$ cat src/rtl/bitrev_reorder.sv
// -----------------------------------------------------------------------------
// bitrev_reorder
//   Output reorder stage at the tail of the SDF FFT pipeline. The SDF stages
//   emit each frame in bit-reversed bin order. This block captures a complete
//   N-sample frame into one bank of a ping-pong RAM. It then replays that bank
//   in natural order 0..N-1 while the next frame fills the other bank.
//
//   Optional feature macro: BITREV_SOP_EN
//     Defining it adds output port out_sop. The port is high for one cycle
//     with bin 0 of every replayed frame.
//
//   Stream semantics, input and output alike (no backpressure):
//     enable_* high means the data on the re/im bus in the same cycle is a
//     valid sample. There is one sample per cycle. The consumer must accept
//     every sample that is presented.
// -----------------------------------------------------------------------------
module bitrev_reorder #(
  parameter int N     = 64,
  parameter int WIDTH = 8
) (
  input  logic             clk,
  input  logic             rst,
  input  logic             enable_in,
  input  logic [WIDTH-1:0] in_re,
  input  logic [WIDTH-1:0] in_im,
  output logic             enable_out,
  output logic [WIDTH-1:0] out_re,
  output logic [WIDTH-1:0] out_im
`ifdef BITREV_SOP_EN
  ,
  output logic             out_sop
`endif
);

  localparam int              LOGN = $clog2(N);
  localparam logic [LOGN-1:0] LAST = LOGN'(N - 1);

  // Read-side FSM. It is either idle or draining one bank.
  typedef enum logic {
    IDLE  = 1'b0,
    DRAIN = 1'b1
  } state_t;

  // Reverse the bit order of a LOGN-bit index.
  function automatic logic [LOGN-1:0] bitrev(input logic [LOGN-1:0] v);
    logic [LOGN-1:0] r;
    for (int b = 0; b < LOGN; b++) begin
      r[b] = v[LOGN-1-b];
    end
    return r;
  endfunction

  // Ping-pong storage. Each word is {re, im}.
  logic [2*WIDTH-1:0] bank_a [N];
  logic [2*WIDTH-1:0] bank_b [N];

  // Write-side state
  logic [LOGN-1:0]    wr_cnt;
  logic               wsel;        // bank currently being filled
  logic               rsel;        // bank holding the newest complete frame
  logic               read_start;  // one-cycle pulse after a frame completes
  logic [1:0]         bank_full;   // per-bank "complete frame waiting" flag

  // Read-side state
  state_t             state;
  logic [LOGN-1:0]    rd_cnt;
  logic               drain_bank;  // bank being drained (latched at drain start)

  // Combinational helpers
  logic               frame_done;
  logic               drain_done;
  logic               start_ok;
  logic [LOGN-1:0]    wr_addr;
  logic [2*WIDTH-1:0] wr_word;
  logic [2*WIDTH-1:0] rd_word;

  assign frame_done = enable_in && (wr_cnt == LAST);
  assign drain_done = (state == DRAIN) && (rd_cnt == LAST);
  // A drain may only start on a bank that actually holds a complete frame.
  assign start_ok   = read_start && bank_full[rsel];
  assign wr_addr    = bitrev(wr_cnt);
  assign wr_word    = {in_re, in_im};
  // drain_bank is latched when a drain starts. rsel can move to the next
  // bank one cycle before the current drain reads its last word.
  assign rd_word    = drain_bank ? bank_b[rd_cnt] : bank_a[rd_cnt];

  // Write-side sequencing: count samples, swap banks on frame completion,
  // and drop a partial frame when enable_in falls early.
  always_ff @(posedge clk) begin
    if (rst) begin
      wr_cnt     <= '0;
      wsel       <= 1'b0;
      rsel       <= 1'b0;
      read_start <= 1'b0;
    end else begin
      read_start <= 1'b0;
      if (enable_in) begin
        if (wr_cnt == LAST) begin
          wr_cnt     <= '0;
          rsel       <= wsel;
          wsel       <= ~wsel;
          read_start <= 1'b1;
        end else begin
          wr_cnt <= wr_cnt + LOGN'(1);
        end
      end else begin
        // Either already idle or aborting a partial frame. No swap happens.
        wr_cnt <= '0;
      end
    end
  end

  // RAM write port. Samples go to their natural-order address.
  // Contents are never reset. A sample presented together with rst is dropped.
  always_ff @(posedge clk) begin
    if (!rst && enable_in) begin
      if (wsel) begin
        bank_b[wr_addr] <= wr_word;
      end else begin
        bank_a[wr_addr] <= wr_word;
      end
    end
  end

  // Bank occupancy. A completed frame sets its flag, and a finished drain
  // clears its flag. The two never target the same bank on the same edge.
  always_ff @(posedge clk) begin
    if (rst) begin
      bank_full <= '0;
    end else begin
      if (drain_done) begin
        bank_full[drain_bank] <= 1'b0;
      end
      if (frame_done) begin
        bank_full[wsel] <= 1'b1;
      end
    end
  end

  // Read FSM with registered outputs. It drains one bank in natural order.
  // If the next frame is already complete, it restarts without a gap.
  always_ff @(posedge clk) begin
    if (rst) begin
      state      <= IDLE;
      rd_cnt     <= '0;
      drain_bank <= 1'b0;
      enable_out <= 1'b0;
      out_re     <= '0;
      out_im     <= '0;
    end else begin
      enable_out <= 1'b0;
      out_re     <= '0;
      out_im     <= '0;
      case (state)
        IDLE: begin
          if (start_ok) begin
            state      <= DRAIN;
            rd_cnt     <= '0;
            drain_bank <= rsel;
          end
        end
        DRAIN: begin
          enable_out <= 1'b1;
          out_re     <= rd_word[2*WIDTH-1:WIDTH];
          out_im     <= rd_word[WIDTH-1:0];
          if (rd_cnt == LAST) begin
            rd_cnt <= '0;
            if (start_ok) begin
              drain_bank <= rsel;
            end else begin
              state <= IDLE;
            end
          end else begin
            rd_cnt <= rd_cnt + LOGN'(1);
          end
        end
        default: begin
          state <= IDLE;
        end
      endcase
    end
  end

`ifdef BITREV_SOP_EN
  // Start-of-frame marker, aligned with the registered bin-0 output.
  always_ff @(posedge clk) begin
    if (rst) begin
      out_sop <= 1'b0;
    end else begin
      out_sop <= (state == DRAIN) && (rd_cnt == '0);
    end
  end
`endif

endmodule

$ cat config.mk
export PLATFORM = sky130hd
export DESIGN_NAME = bitrev_reorder
export DESIGN_NICKNAME = d
export VERILOG_FILES = /design/src/rtl/bitrev_reorder.sv
export SDC_FILE = /design/constraint.sdc
export NUM_CORES = 2
export LEC_CHECK = 0
export BUFFER_PORTS_ARGS = -buffer_cell sky130_fd_sc_hd__buf_2
export CAP_MARGIN = 0
export CORE_MARGIN = 3
export CORE_UTILIZATION = 65
export DETAILED_ROUTE_END_ITERATION = 8
export PLACE_DENSITY = 0.81
export RECOVER_POWER = 25
export SYNTH_ARGS = -nofsm -noshare
export SYNTH_HDL_FRONTEND = slang
export SYNTH_SLANG_ARGS = --single-unit
$ cat constraint.sdc
create_clock -name clk -period 5.4 [get_ports clk]
set_input_delay 1.62 -clock clk [delete_from_list [all_inputs] [get_ports clk]]
set_output_delay 1.62 -clock clk [all_outputs]
set_load 0.05 [all_outputs]
==> results.txt <==
The total of endpoints with negative setup slack in the final report is 0. The number of warnings printed during yosys synthesis came out at 0. In this run the worst hold path is classified as reg2reg. The switching power summed over all nets is 6.17 mW. The end of the worst register-to-register path is out_im[0]. Setup repair after global routing left no endpoint under its margin. Traced cell by cell, the critical path runs through clkbuf_1 -> clkbuf_1.

The first-pass GRT wire length came out at 293 mm. The highest clock rate came out at 209 MHz. The number of placement rows came out at 128.

The number of flops mapped to enable cells by yosys is 2,048. The synthesized area per cell came out at 21.1 sq um. The busiest layer in global routing is met2. For this run, global-route usage on met1 was measured as 44.9%. IR analysis of the VDD net gives a maximum drop of 0.350 mV.

The number of hold-slack violations in the final timing report was 0. The post-CTS resize count came out at 0. edfxtp_1 takes more of the synthesized area than any other cell. The number of maximum-capacitance violations is 23. The start point of the worst min-delay path is bank_full[0]. The path with the worst hold slack has its endpoint at bank_full[0]. Fill cells in the final layout number 6,655. The sequential element share of the synthesized area is 77.5%. Relative to the synthesized area, the layout overhead comes to 10.5%. The core box area is 0.122 sq mm. The final net count came out at 4,031.

Counting every net in the synthesized netlist gives 3,845. The clock-pin slew reported for the worst setup and hold paths after clock tree synthesis is 70 ps. The pin count of the biggest net entering global routing is 101. The number of antenna-violating nets in the routed design came out at 0. The initial core utilization came out at 65.7%. The checks that failed: max-capacitance violations, max-slew violations.

The routability congestion estimate from global placement came out at 0.982. The slowest stage of the critical path is the clkbuf_1 cell. The number of cells on the worst hold path came out at 2.

The share of total power in combinational logic is 1.1%. The cell family contributing the most delay on the critical path is buffers and inverters. The per-cell via count in the routed design came out at 7.03.

The insertion delay to the later sink of the worst-skew pair is 830 ps. The post-synth design cell area is 0.0804 sq mm. The clock passes through at most 3 buffers. The number of buffers created by CTS is 194. The worst setup path is captured at a flip-flop. 36 I/O pins were placed.

The area taken by flip-flops and latches is 0.0624 sq mm. The die area came out at 0.128 sq mm. The flop and latch count out of synthesis is 2,090. The startpoint-to-endpoint class of the critical path is in2reg.

The total internal power is 25.1 mW. The via count of the first global-routing pass is 40,117. The final route contains 40,709 vias. The final period demand of the worst path is 4790 ps. The number of max-slew violations in the final report is 1,391. The initial detailed-routing violation count is 6,806. The maximum level of the CTS H-tree is 4.

The share of Yosys cell area claimed by the top area cell type came out at 76.5%. The final setup TNS came out at 0 ps. At the pin with the least slew margin, the transition time is 3880 ps. For the worst flop-to-flop path, the logic depth is 6. The number of setup buffers added after CTS came out at 0. The aggregate global-route resource usage is 32.6%. The routed wire length came out at 203 mm. STA classifies the critical path startpoint as an input port. The detailed placer's ending HPWL came out at 117 mm. The clock tree root buffer cell is clkbuf_16.

The slack of the worst reg-to-reg path came out at 1170 ps. The cell repeated most along the worst path is clkbuf_1. In this run the worst path has a maximum fanout of 42. Measured against its own limit, the worst slew margin works out to -159%. The hold buffer count at CTS came out at 0.

The detailed-route wire length per cell came out at 35.1 um. The residual overflow from global routing came out at 0. In the synthesized netlist the dominant register cell turns out to be edfxtp_1.

Global routing consumed, on the met3 layer, 8.71% of the routing resources. Net switching is 19.7% of the power. Data arrives at the worst endpoint at 5090 ps.

edfxtp_1 is the most common cell in the netlist. The vertical die dimension came out at 358 um. The routing usage on met2 came out at 49.7%. Cells fill 72.6% of the core in the end. The number of buffers and inverters on the critical path is 2. The flow ran to the end, but the final reports show violations. The detailed-route DRC error count came out at 0.

In this run the power density over the cells is 352 mW/mm^2. The initial antenna violation count is 14. The horizontal die dimension is 358 um. Data on the critical path is required at its endpoint by 5700 ps. The share of synthesized flip-flops with an asynchronous set or reset came out at 0%. The number of distinct library cells after synthesis came out at 52. Of the cells placed in the final design, the portion with a size suffix greater than 1 is 21.6%.

Registers are responsible for 57.0% of the overall power. The post-route clock skew came out at 54.4 ps. The largest single stage delay on the critical path is 1820 ps. The clock share of power is 41.9%. The number of search-and-repair iterations in the first detailed-routing pass is 6. By count the netlist is led by 2,048 x edfxtp_1, 372 x mux4_2, 359 x mux2i_1. The count of port buffers added during placement came out at 35. By area the synthesized netlist is led by edfxtp_1 76%, mux4_2 10%, mux2i_1 4.5%. The multi-input combinational cells in the finished layout cover a total of 0.0169 sq mm. TritonCTS built the clock tree. Clock tree synthesis found a total of 2,090 sinks. In this run the static leakage power is 27.0 nW. The final cycle utilization of the critical path is 88.7%. After technology mapping, the gate count stands at 3,819.
-- stage by stage --
step,power (mW),instance area [sq um],hold WS [ps],cells,worst slack [ps]
floorplan,18.2,80400,445,3819,1730
global placement,18.5,82900,465,5433,766
detailed placement,18.5,82900,475,5433,714
global route,32.0,88800,520,5787,568
CTS,31.4,88900,496,5786,1150
finish,31.3,88900,499,5791,612
-- metal layers --
metal,vias up,part of all wire [%]
met3,469,12
met5,-,0.014
met4,4,5.5
met2,3016,47
met1,20921,35
li1,16299,-
-- power by group through the flow --
stage | logic (mW) | registers, mW | clock network, mW
final | 0.353 | 17.8 | 13.1
after global routing | 0.372 | 17.8 | 13.8
after CTS | 0.354 | 17.8 | 13.2
after detailed placement | 0.352 | 18.2 | 0
after global placement | 0.332 | 18.2 | 0
after floorplan | 0.0268 | 18.2 | 0
-- state kept, by name (all words and copies together), names as in the netlist, 2 cells and up, named ones only --
name	count
bank_full	2
out_im	8
rd_cnt	6
out_re	8
bank_a	1024
bank_b	1024
wr_cnt	6
-- area by class of cell --
cell class / instances / area share (%)
Clock buffer: 249 / 5.81
Sequential cell: 2090 / 70.2
Antenna cell: 4 / 0.0113
Inverter: 6 / 0.0268
Timing Repair Buffer: 204 / 1.72
Clock inverter: 104 / 0.956
Tap cell: 1625 / 2.29
Multi-Input combinational cell: 1509 / 19.0
-- cell families (layout without fill, tap and decap cells) --
group,Yosys count,after routing,synth area share [%]
AOI/OAI and AO/OA,290,290,2.50
xor gates and xnor gates,2,2,0.0218
adders and majority gates,7,7,0.109
buffers and inverters,220,563,1.47
DFF,2090,2090,77.5
muxes,787,787,15.7
other,0,4,0
and+or+nand+nor,423,423,2.69
-- placed cells by master, fill, tap and decap left out, types with 20 or more instances in the layout --
master / Yosys / layout
a211oi_1: 29 / 29
a221oi_1: 26 / 26
a22oi_1: 30 / 30
buf_4: 27 / 150
clkbuf_1: 60 / 66
clkbuf_16: 0 / 197
clkinv_1: 1 / 49
clkinv_2: 0 / 31
dfxtp_1: 42 / 38
edfxtp_1: 2048 / 2048
mux2_2: 56 / 56
mux2i_1: 359 / 359
mux4_2: 372 / 372
nand2_1: 39 / 39
nand3_1: 22 / 22
nand4_1: 25 / 25
nor2_1: 173 / 169
nor3_1: 21 / 20
o22ai_1: 148 / 148
-- worst max path at each step --
stage	end	cells past startpoint	startpoint	slack, ps
2_1_floorplan	bank_b[40][0]	6	enable_in	1730
3_5_place_dp	out_im[7]	6	rst	710
6_report	bank_a[24][7]	2	in_im[7]	610
3_3_place_gp	out_im[7]	6	rst	770
4_1_cts	out_im[0]	6	flip-flop	1150
5_1_grt	bank_a[15][11]	2	in_re[3]	570
(Power assumes the default switching activity.)
